`src/rtl/alu_acc_seq_pkg.sv`:
```
// Shared definitions for the accumulator/carry sequencer: opcodes, FSM states
// and the default datapath width.
package alu_acc_seq_pkg;

    localparam int unsigned DEF_DATA_WIDTH = 4;
    localparam int unsigned OP_WIDTH       = 4;

    typedef enum logic [OP_WIDTH-1:0] {
        OP_NOP = 4'h0,
        OP_ADD = 4'h1,
        OP_SUB = 4'h2,
        OP_IAC = 4'h3,
        OP_DAC = 4'h4,
        OP_DAA = 4'h5,
        OP_CLB = 4'h6,
        OP_CLC = 4'h7,
        OP_STC = 4'h8,
        OP_CMC = 4'h9,
        OP_CMA = 4'hA,
        OP_RAL = 4'hB,
        OP_RAR = 4'hC,
        OP_TCC = 4'hD,
        OP_LD  = 4'hE,
        OP_RSV = 4'hF
    } op_e;

    typedef enum logic [1:0] {
        ST_IDLE = 2'd0,
        ST_P1   = 2'd1,
        ST_P2   = 2'd2
    } state_e;

    // Ops that need a second adder pass to fold in the carry/borrow term.
    function automatic logic is_two_pass(input op_e op);
        return (op == OP_ADD) || (op == OP_SUB);
    endfunction

endpackage

```
`src/rtl/alu_add.sv`:
```
// Carry-in-less ripple adder built from BLOCK_WIDTH-bit blocks.
// Ports:
//   a, b   in   WORD_WIDTH  operands
//   sum    out  WORD_WIDTH  a + b modulo 2^WORD_WIDTH (combinational)
//   carry  out  1           carry out of the top block (combinational)
// WORD_WIDTH must be a multiple of BLOCK_WIDTH.
module alu_add #(
    parameter int unsigned WORD_WIDTH  = 4,
    parameter int unsigned BLOCK_WIDTH = 4
) (
    input  logic [WORD_WIDTH-1:0] a,
    input  logic [WORD_WIDTH-1:0] b,
    output logic [WORD_WIDTH-1:0] sum,
    output logic                  carry
);

    localparam int unsigned NUM_BLOCKS = WORD_WIDTH / BLOCK_WIDTH;

    logic [NUM_BLOCKS:0] blk_carry;

    assign blk_carry[0] = 1'b0;

    // Each block adds its slice plus the ripple carry from the block below.
    for (genvar g = 0; g < NUM_BLOCKS; g++) begin : g_blk
        logic [BLOCK_WIDTH:0] part;

        assign part = {1'b0, a[g*BLOCK_WIDTH +: BLOCK_WIDTH]}
                    + {1'b0, b[g*BLOCK_WIDTH +: BLOCK_WIDTH]}
                    + (BLOCK_WIDTH+1)'(blk_carry[g]);
        assign sum[g*BLOCK_WIDTH +: BLOCK_WIDTH] = part[BLOCK_WIDTH-1:0];
        assign blk_carry[g+1] = part[BLOCK_WIDTH];
    end

    assign carry = blk_carry[NUM_BLOCKS];

endmodule

```
`src/rtl/alu_acc_seq.sv`:
```
// Accumulator/carry sequencer: accepts one ALU op per handshake, sequences one
// or two passes through the shared adder and owns the ACC and CY registers.
// Ports:
//   clk       in   1   rising-edge clock
//   rst_n     in   1   asynchronous active-low reset
//   op_valid  in   1   op_code/op_data valid
//   op_ready  out  1   high only in IDLE
//   op_code   in   4   operation code
//   op_data   in   DW  register/immediate operand, captured at accept
//   acc_out   out  DW  accumulator register
//   cy_out    out  1   carry/link register
//   done      out  1   one-cycle pulse after ACC/CY are written
module alu_acc_seq
    import alu_acc_seq_pkg::*;
#(
    parameter int unsigned DATA_WIDTH = DEF_DATA_WIDTH
) (
    input  logic                  clk,
    input  logic                  rst_n,
    input  logic                  op_valid,
    output logic                  op_ready,
    input  logic [OP_WIDTH-1:0]   op_code,
    input  logic [DATA_WIDTH-1:0] op_data,
    output logic [DATA_WIDTH-1:0] acc_out,
    output logic                  cy_out,
    output logic                  done
);

    state_e                state;
    op_e                   opr_code;
    logic [DATA_WIDTH-1:0] opr_data;
    logic [DATA_WIDTH-1:0] acc;
    logic                  cy;
    logic [DATA_WIDTH-1:0] tmp;
    logic                  c1;

    logic [DATA_WIDTH-1:0] add_a;
    logic [DATA_WIDTH-1:0] add_b;
    logic [DATA_WIDTH-1:0] add_sum;
    logic                  add_carry;
    logic                  daa_adjust;

    assign acc_out = acc;
    assign cy_out  = cy;

    // Decimal adjust is needed when the nibble is out of BCD range or CY is set.
    assign daa_adjust = (acc > DATA_WIDTH'(9)) || cy;

    alu_add #(
        .WORD_WIDTH  (DATA_WIDTH),
        .BLOCK_WIDTH (4)
    ) u_add (
        .a     (add_a),
        .b     (add_b),
        .sum   (add_sum),
        .carry (add_carry)
    );

    // Adder operand selection per state and op.
    always_comb begin
        add_a = acc;
        add_b = '0;
        case (state)
            ST_P1: begin
                case (opr_code)
                    OP_ADD:  add_b = opr_data;
                    OP_SUB:  add_b = ~opr_data;
                    OP_IAC:  add_b = DATA_WIDTH'(1);
                    OP_DAC:  add_b = '1;
                    OP_DAA:  add_b = DATA_WIDTH'(6);
                    default: add_b = '0;
                endcase
            end
            ST_P2: begin
                // CY=1 means "no borrow", so for SUB it supplies the two's-complement +1.
                add_a = tmp;
                add_b = DATA_WIDTH'(cy);
            end
            default: begin
                add_a = acc;
                add_b = '0;
            end
        endcase
    end

    // Sequencer FSM with architectural register writeback.
    always_ff @(posedge clk or negedge rst_n) begin
        if (!rst_n) begin
            state    <= ST_IDLE;
            opr_code <= OP_NOP;
            opr_data <= '0;
            acc      <= '0;
            cy       <= 1'b0;
            tmp      <= '0;
            c1       <= 1'b0;
            done     <= 1'b0;
            op_ready <= 1'b1;
        end else begin
            done <= 1'b0;
            case (state)
                ST_IDLE: begin
                    if (op_valid) begin
                        opr_code <= op_e'(op_code);
                        opr_data <= op_data;
                        state    <= ST_P1;
                        op_ready <= 1'b0;
                    end
                end
                ST_P1: begin
                    tmp <= add_sum;
                    c1  <= add_carry;
                    if (is_two_pass(opr_code)) begin
                        state <= ST_P2;
                    end else begin
                        state    <= ST_IDLE;
                        op_ready <= 1'b1;
                        done     <= 1'b1;
                        case (opr_code)
                            OP_IAC, OP_DAC: begin
                                acc <= add_sum;
                                cy  <= add_carry;
                            end
                            OP_DAA: begin
                                if (daa_adjust) begin
                                    acc <= add_sum;
                                    cy  <= cy | add_carry;
                                end
                            end
                            OP_CLB: begin
                                acc <= '0;
                                cy  <= 1'b0;
                            end
                            OP_CLC: cy <= 1'b0;
                            OP_STC: cy <= 1'b1;
                            OP_CMC: cy <= ~cy;
                            OP_CMA: acc <= ~acc;
                            OP_RAL: {cy, acc} <= {acc, cy};
                            OP_RAR: {acc, cy} <= {cy, acc};
                            OP_TCC: begin
                                acc <= DATA_WIDTH'(cy);
                                cy  <= 1'b0;
                            end
                            OP_LD:  acc <= opr_data;
                            default: ;
                        endcase
                    end
                end
                ST_P2: begin
                    acc      <= add_sum;
                    cy       <= c1 | add_carry;
                    state    <= ST_IDLE;
                    op_ready <= 1'b1;
                    done     <= 1'b1;
                end
                default: begin
                    state    <= ST_IDLE;
                    op_ready <= 1'b1;
                end
            endcase
        end
    end

endmodule

```
`config.mk`:
```
export PLATFORM = sky130hd
export DESIGN_NAME = alu_acc_seq
export DESIGN_NICKNAME = d
export VERILOG_FILES = /design/src/rtl/alu_acc_seq_pkg.sv /design/src/rtl/alu_add.sv /design/src/rtl/alu_acc_seq.sv
export SDC_FILE = /design/constraint.sdc
export NUM_CORES = 1
export LEC_CHECK = 0
export BUFFER_PORTS_ARGS = -buffer_cell sky130_fd_sc_hd__buf_4
export CORE_ASPECT_RATIO = 0.8
export CORE_MARGIN = 2
export CORE_UTILIZATION = 62
export DETAILED_ROUTE_END_ITERATION = 8
export MAX_ROUTING_LAYER = met4
export PLACE_DENSITY = 0.84
export SYNTH_ARGS = -nofsm -noshare
export SYNTH_HDL_FRONTEND = slang
export SYNTH_SLANG_ARGS = --single-unit
```
`constraint.sdc`:
```
create_clock -name clk -period 4.3 [get_ports clk]
set_input_delay 0.86 -clock clk [delete_from_list [all_inputs] [get_ports clk]]
set_output_delay 0.86 -clock clk [all_outputs]
set_load 0.005 [all_outputs]
```
==> flow_summary.ini, run 1 <==
[global_route]
antenna_found_initial = 0
grt_max_degree = 25
grt.total_usage_pct = 31.0
grt_pass1_vias = 1387
grt_pass1_wl_mm = 6.60
grt_overflow = 0

[placement]
port_buffers = 17
post-place-ws_ns = 1.48
hpwl_mm = 2.70
placed_cell_area_um2 = 1710
gp_congestion = 0.894

[timing]
setup_violations = 0
rsz0062_at_grt = no
fin_tns_setup_ns = 0
max_freq_mhz = 343
final_hold_viol_count = 0
period_needed_ns = 2.92
worst_pin_slew_ns = 0.785
finalCritPeriodShare_pct = 67.8
slew_viol_final = 0
setup_ws_ns = 1.39
clock_skew_ns = 0.00434
slew_headroom_pct = 47.7

[finish]
area_growth_pct = 11.5
finalInstanceArea_um2 = 1760
layout.area.seq_um2 = 552
drive_gt1_share_pct = 21.4
layout_commonest_cell = dfrtp_1
final_nets = 208
final_core_util_pct = 72.2
fillers = 199
n_antenna_cell = 0
final_cell_mix = dfrtp_1 (21), buf_4 (17), nand2_1 (14), inv_1 (13), nor2_1 (13)
multiInputGateArea_um2 = 937

[drt]
postRouteAntennaNets = 0
wire_per_inst_um = 17.3
avgViaCountPerCell = 6.31
drc_errors = 0
wl_mm = 3.86
vias = 1408
first_pass_iters = 6
drtIter0Drc = 173

[floorplanning]
core-area_um2 = 2440
rows = 16
fp.dieH_um = 49.2
dieArea_um2 = 2970
die_x_um = 60.5
initial_core_util_pct = 64.8
ios = 18

[cts]
cts_hold_buf = 0
root_buffer = clkbuf_4
post_cts_buffers = 0
cts_sinks = 22
numCtsBuffers = 3
cts_resized = 0
cts_tree = built
clock_path_buffers = 2
path_clk_slew_ns = 0.13
clock_latency_ns = 0.33
htree_levels = 1

[critical_path]
worst_ep_arrival_time_ns = 3.14
slowest_delay_ns = 0.80
end_kind = flop
cp_cell_sequence = inv_1 > nand2_1 > o22ai_1 > a32o_1 > ha_1 > inv_1 > fa_1 > nor2b_1 > o21a_1 > nor4b_1 > a31oi_1 > mux2_2
cp-startpoint = opr_code[1]
crit_fanout = 24
crit_top_cell = inv_1
timing.rr.start = opr_code[1]
rrSetupSlack_ns = 1.39
required_ns = 4.53
path_class = reg2reg
slowest_stage = dfrtp_1
startpoint_type = flop
r2r-end = cy_out
ff2ff_path_depth = 12

[run_status]
status = complete, no violations

[logic_synthesis]
yosysUniqueCellTypes = 44
synth_edf_count = 0
ys_warn_count = 0
ys_seq_area_share_pct = 34.9
postSynthAreaPerCell_um2 = 9.04
ys_async_sr_fraction_pct = 100
synthFlopType = dfrtp_1
ys_ff_latch = 22
syn_inst = 175
synthesis.area_um2 = 1580
synth_nets = 195

[pwr]
power_density_nw_per_um2 = 855
p_leak_nw = 0.782
peakVddDrop_uv = 461

[worst_hold_path]
hp-class = in2async

[flow_run]
max_cap_violations = 0
registers in the layout, indices dropped and copies added (netlist names):
name      count
op_ready      1
acc_out       4
c1            1
opr_data      4
cy_out        1
state         2
tmp           4
done          1
opr_code      4
cells in the mapped netlist, types with 3 or more instances:
master	count	area (um2)
nand2b_1	5	31.3
nor2_1	13	48.8
nor2b_1	3	18.8
inv_1	13	48.8
a22oi_1	4	30.0
o21ai_0	11	55.1
a21oi_1	11	55.1
mux2i_1	4	40.0
nor3_1	3	15.0
o22ai_1	5	31.3
dfrtp_1	21	526
nand2_1	14	52.6
ha_1	8	100
a31oi_1	4	25.0
mux2_2	12	135
nand3_1	4	20.0
clkbuf_1	5	18.8
final cells by class:
class	count	area share, %
inverter	13	2.77
clock buffer	3	1.28
timing repair buffer	17	7.24
sequential	22	31.3
clock inverter	1	1.70
tap	36	2.56
multi-input combinational	131	53.2
through the flow:
stage               hold slack [ns]  power, mW  std cells
floorplan                     0.444       1.11        175
global placement              0.472       1.28        219
detailed placement            0.489       1.32        219
CTS                           0.395       1.49        223
global route                  0.394       1.63        223
finish                        0.387       1.51        223
kinds of logic (layout without fill, tap and decap cells):
group	Yosys count	count (layout)	share of synthesized area [%]
multiplexers	16	16	11.1
XOR/XNOR	3	3	1.66
flip-flops	22	22	34.9
AO/OA/AOI/OAI	52	52	22.5
AND/OR/NAND/NOR	51	51	16.4
buffers and inverters	22	34	5.85
adder cells (fa/ha/maj)	9	9	7.60
where the power goes:
part	internal [mW]	total [mW]	switching (mW)
logic	0.402	0.839	0.437
registers	0.308	0.505	0.197
clock network	0.0944	0.164	0.0697
worst max-delay path: cells and delay by family, from the launching register on:
family	cells	cell delay [ns]
compound gates	4	0.64
simple gates	3	0.45
buf+inv	2	0.24
flops	1	0.80
fa+ha+maj	2	0.41
mux	1	0.27
metal layers:
layer,global-route usage (%),routed length [um],vias to the layer above
met5,-,0,-
met4,10.5,59,0
met3,8.22,315,10
met2,44.9,1860,78
met1,42.2,1630,660
li1,-,-,660
worst max path at each step:
| stage | to | slack [ns] |
|---|---|---|
| final | cy_out | 1.39 |
| after floorplan | cy_out | 1.71 |
| after global routing | cy_out | 1.23 |
| after detailed placement | cy_out | 1.48 |
| after global placement | cy_out | 1.53 |
| after CTS | cy_out | 1.44 |
(Power assumes the default switching activity.)
==> run 2: changes to the inputs <==
ABC_AREA = 1   (was unset)
CORE_UTILIZATION = 52   (was 62)
PLACE_DENSITY = 0.75   (was 0.84)
clock period = 2.6 ns   (was 4.3 ns; I/O delays follow)
==> run 2 against run 1 <==
  * Count of clock-buffer cells in the layout stayed put
  * Largest power group unchanged
  * Global-route usage is 5.9 points lower
  * Clock power is 100% higher
  * Sequential share of layout area decreased by 3.0 points
  * Critical endpoint is now acc_out[3]
  * First-iteration DRC count increased by 17%
  * Clock skew increased by 0.0075 ns
  * Maximum frequency increased by 25%
==> flow_summary.ini, run 2 <==
[run_status]
status = complete, no violations

[pwr]
p_clk_share_pct = 13.0
power_density_nw_per_um2 = 1280
peakVddDrop_uv = 693
p_seq_share_pct = 29.0
internal_power_mw = 1.29
pwr-share-comb_pct = 58.0
switchingPower_mw = 1.24
p_leak_nw = 1.03
swShare_pct = 49.0

[logic_synthesis]
synthTopCellsByArea = dfrtp_1 (32%), nand2_1 (21%), nor2_1 (6.6%), ha_1 (6.1%), inv_1 (5.5%)
synthMuxAreaShare_pct = 2.75
synth_edf_count = 0
synth_adder_area_share_pct = 7.33
yosysMostFrequentCell = nand2_1
synthFlopType = dfrtp_1
yosys.area_share.simple_pct = 37.9
syn_inst = 245
ys_warn_count = 0
ys_seq_area_share_pct = 33.7
synth_top_family_by_area = simple AND/OR/NAND/NOR gates
yosys.area.top_type_share_pct = 32.1
synth_nets = 265
synthesis.area_um2 = 1640
postSynthAreaPerCell_um2 = 6.69
synth_area_leader_cell = dfrtp_1
ys_ff_latch = 22
ys_async_sr_fraction_pct = 100
yosys.area_share.xor_xnor_pct = 1.07
yosysUniqueCellTypes = 27
synth_compound_area_share_pct = 9.92
yosys-top-cells-count = nand2_1 (91), nor2_1 (29), inv_1 (24)

[floorplanning]
die_x_um = 66.8
core-area_um2 = 3040
fp.dieH_um = 54.2
ios = 18
dieArea_um2 = 3620
initial_core_util_pct = 53.9
rows = 18

[placement]
gp_congestion = 1.03
hpwl_mm = 2.89
port_buffers = 17
post-place-ws_ns = 0.145

[finish]
layout_commonest_cell = nand2_1
drive_gt1_share_pct = 21.0
n_antenna_cell = 0
final_cell_mix = nand2_1 (90), nor2_1 (27), buf_4 (26), inv_1 (22)
fillers = 284
final_nets = 292
area_growth_pct = 20.1

[global_route]
antenna_found_initial = 0
grt_overflow = 0
grt.total_usage_pct = 25.1
grt_pass1_vias = 1418
grt_max_degree = 23
grt_pass1_wl_mm = 6.58

[timing]
max_freq_mhz = 430
worst_pin_slew_ns = 0.414
finalCritPeriodShare_pct = 89.5
slew_headroom_pct = 72.1
setup_violations = 0
period_needed_ns = 2.33
clock_skew_ns = 0.0118
slew_viol_final = 0
setup_ws_ns = 0.274
rsz0062_at_grt = no
final_hold_viol_count = 0
fin_tns_setup_ns = 0

[critical_path]
path_class = reg2reg
required_ns = 2.77
end_kind = flop
startpoint_type = flop
worst_ep_arrival_time_ns = 2.50
crit_fanout = 6

[drt]
wire_per_inst_um = 12.8
first_pass_iters = 4
vias = 1629
postRouteAntennaNets = 0
drtIter0Drc = 203
drc_errors = 0
avgViaCountPerCell = 5.24
wl_mm = 3.97

[cts]
htree_levels = 1
clock_latency_ns = 0.27
path_clk_slew_ns = 0.09
clock_path_buffers = 2
cts_hold_buf = 0
root_buffer = clkbuf_8
numCtsBuffers = 3
cts_sinks = 22
cts_tree = built

[flow_run]
max_cap_violations = 0

[worst_hold_path]
hp-class = in2async
## run 2: cells by family (layout without fill, tap and decap cells)
kind of cell	count (synthesis)	in the layout
xor+xnor	2	2
compound gates	30	30
flops	22	22
buf+inv	30	56
simple gates	148	148
fa+ha+maj	9	9
mux	4	4
## run 2: metal layers
metal / up-vias / wire (um) / track usage (%)
met5: - / 0 / -
met4: 0 / 26 / 3.06
li1: 825 / - / -
met3: 4 / 360 / 5.14
met1: 735 / 1910 / 37.9
met2: 65 / 1670 / 35.5
## run 2: final cells by class
cell class / instances / area, um2 / share of cell area [%]
clock buffers: 3 / 41.3 / 2.10
clock inverters: 1 / 30.0 / 1.53
inverters: 26 / 103 / 5.21
multi-input cells: 193 / 992 / 50.4
flip-flops and latches: 22 / 557 / 28.3
well taps: 40 / 50.0 / 2.54
repair buffers: 26 / 195 / 9.92
## run 2: final timing paths
kind / to / slack, ns / startpoint / cells past startpoint
setup / recovery: acc_out[3] / 0.27 / state[0] / 13
hold / removal: done / 0.12 / rst_n / 1
setup reg to reg: acc_out[3] / 0.27 / state[0] / 13
hold reg to reg: tmp[1] / 0.49 / tmp[1] / 2
max in group asynchronous: op_ready / 2.20 / rst_n / 1
min in group clk: tmp[1] / 0.49 / tmp[1] / 2
## run 2: what timing repair did
item                                    4_1_cts  5_1_grt
endpoints found under the setup margin        0        5
buffers inserted                              0        5
gates resized for setup                       0       18
## run 2: power groups by stage
stage               clock network [mW]  registers, mW  logic, mW
floorplan                            0          0.641       1.03
global placement                     0          0.705       1.37
detailed placement                   0          0.707       1.35
CTS                              0.336          0.701       1.38
global route                     0.347          0.752       1.68
finish                           0.328          0.731       1.46
## run 2: through the flow
step / cells / hold slack, ns / power [mW] / util (%) / cell area (um2)
floorplan: 245 / 0.224 / 1.67 / - / 1640
global placement: 302 / 0.427 / 2.07 / 60.0 / 1820
detailed placement: 302 / 0.427 / 2.06 / 60.0 / 1820
global route: 311 / 0.141 / 2.78 / 64.7 / 1970
CTS: 306 / 0.135 / 2.42 / 62.3 / 1890
finish: 311 / 0.119 / 2.52 / 64.7 / 1970
## run 2: critical path, stage by stage (launching register included)
cell	delay, ns
dfrtp_1	0.38
inv_1	0.12
ha_1	0.18
inv_1	0.11
or2_2	0.28
o21ai_0	0.17
inv_1	0.09
ha_1	0.31
nand3_1	0.08
nand3_1	0.08
xnor2_1	0.21
nand2_1	0.08
nand3_1	0.09
nand2_1	0.05
==> run 3: changes to the inputs <==
PLACE_DENSITY = 0.86   (was 0.75)
==> run 3 against run 2 <==
  * Utilization decreased by 1.9 points
  * Combinational power decreased by 3%
  * Sequential share of layout area increased by 0.79 points
  * Flip-flop and latch count unchanged
  * Largest power group unchanged
==> flow_summary.ini, run 3 (synthesis results as in run 2) <==
[cts]
post_cts_buffers = 0
root_buffer = clkbuf_8
cts_sinks = 22
path_clk_slew_ns = 0.08
cts_hold_buf = 0
numCtsBuffers = 3
clock_latency_ns = 0.27
htree_levels = 1
cts_tree = built
clock_path_buffers = 2

[timing]
clock_skew_ns = 0.00529
worst_pin_slew_ns = 0.401
max_freq_mhz = 404
setup_violations = 0
slew_headroom_pct = 73.2
period_needed_ns = 2.47
fin_tns_setup_ns = 0
slew_viol_final = 0
final_hold_viol_count = 0
finalCritPeriodShare_pct = 95.1
whs_ns = 0.122

[drt]
vias = 1622
wl_mm = 4.03
first_pass_iters = 5
postRouteAntennaNets = 0
avgViaCountPerCell = 5.30
drtIter0Drc = 242
drc_errors = 0
wire_per_inst_um = 13.2

[critical_path]
cp-startpoint = opr_code[0]
crit_top_cell = nand2_1
startpoint_type = flop
end_kind = flop
rrSetupSlack_ns = 0.13
required_ns = 2.80
slowest_delay_ns = 0.48
path_class = reg2reg
crit_fanout = 8
ff2ff_path_depth = 17
slowest_stage = dfrtp_1
crit_path_end = cy_out
cp_cell_sequence = nor2_2 > nand2_2 > o21ai_0 > o21ai_0 > a21oi_1 > ha_1 > inv_1 > fa_1 > inv_1 > nand2_1 > nand2_1 > a21oi_1 > nand2_1 > o21ai_0 > nand2_1 > nand2_1 > nand2_1
worst_ep_arrival_time_ns = 2.68
timing.rr.start = opr_code[0]
r2r-end = cy_out

[pwr]
switchingPower_mw = 1.22
swShare_pct = 49.6
p_seq_share_pct = 29.3
power_density_nw_per_um2 = 1290
p_leak_nw = 1.01
pwr-share-comb_pct = 57.6
p_clk_share_pct = 13.1
internal_power_mw = 1.24
peakVddDrop_uv = 641

[finish]
layout.area.seq_um2 = 556
final_cell_mix = nand2_1 (90), nor2_1 (29), inv_1 (24), buf_4 (21), dfrtp_1 (18)
multiInputGateArea_um2 = 976
fin_cells = 306
n_antenna_cell = 0
layout_commonest_cell = nand2_1
final_nets = 287
fillers = 269
area_growth_pct = 16.6
finalInstanceArea_um2 = 1910
drive_gt1_share_pct = 16.9

[global_route]
grt_pass1_vias = 1468
grt_max_degree = 23
grt_pass1_wl_mm = 6.79
antenna_found_initial = 0
grt_overflow = 0
grt.total_usage_pct = 26.0

[worst_hold_path]
hp-class = in2async

[placement]
place_inst = 302
hpwl_mm = 3.07
placed_cell_area_um2 = 1820
gp_congestion = 0.980
port_buffers = 17

[floorplanning]
ios = 18
dieArea_um2 = 3620
fp.dieH_um = 54.2
die_x_um = 66.8
initial_core_util_pct = 53.9
rows = 18
core-area_um2 = 3040

[run_status]
status = complete, no violations

[flow_run]
max_cap_violations = 0
## run 3: final cells by class
class | count | area share (%)
clock buffers | 3 | 2.16
repair buffers | 21 | 8.25
inverters | 26 | 5.24
clock inverters | 1 | 1.57
well taps | 40 | 2.62
multi-input cells | 193 | 51.1
flip-flops and latches | 22 | 29.1
## run 3: worst min path at each step
stage	startpoint	endpoint	slack (ns)	cells after the start
4_1_cts	rst_n	opr_code[0]	0.14	1
3_5_place_dp	rst_n	opr_code[0]	0.43	1
6_report	rst_n	opr_code[0]	0.12	1
2_1_floorplan	rst_n	acc_out[0]	0.22	0
3_3_place_gp	rst_n	opr_code[0]	0.43	1
5_1_grt	rst_n	opr_code[0]	0.15	1
## run 3: what timing repair did
| action | in CTS | in global routing |
|---|---|---|
| gates resized for setup | 0 | 6 |
| setup endpoints to repair | 0 | 4 |
| endpoints found under the hold margin | 0 | 0 |
## run 3: power by group through the flow
stage / registers (mW) / clock network [mW] / logic (mW)
after global routing: 0.744 / 0.341 / 1.61
after detailed placement: 0.706 / 0 / 1.37
after global placement: 0.704 / 0 / 1.35
final: 0.722 / 0.321 / 1.42
after floorplan: 0.641 / 0 / 1.03
after CTS: 0.701 / 0.330 / 1.38
## run 3: critical path: cells and delay by family (launching register included)
family	cells	cell delay, ns
flops	1	0.48
compound gates	5	0.54
fa+ha+maj	2	0.59
simple gates	8	0.66
buf+inv	2	0.13
## run 3: layer usage
metal  share of wire, %  wire, um  GRT usage (%)
met5                  0         0              -
met2                 45      1800           39.2
met3                8.5       342           6.58
met4               0.47        19           5.10
met1                 46      1860           35.9
## run 3: through the flow
| step | utilization (%) | power [mW] | worst slack, ns |
|---|---|---|---|
| after floorplan | - | 1.67 | 0.334 |
| after global placement | 60.0 | 2.05 | 0.211 |
| after detailed placement | 60.0 | 2.08 | 0.113 |
| after CTS | 62.3 | 2.42 | 0.0885 |
| after global routing | 62.8 | 2.70 | -0.00257 |
| final | 62.8 | 2.46 | 0.127 |
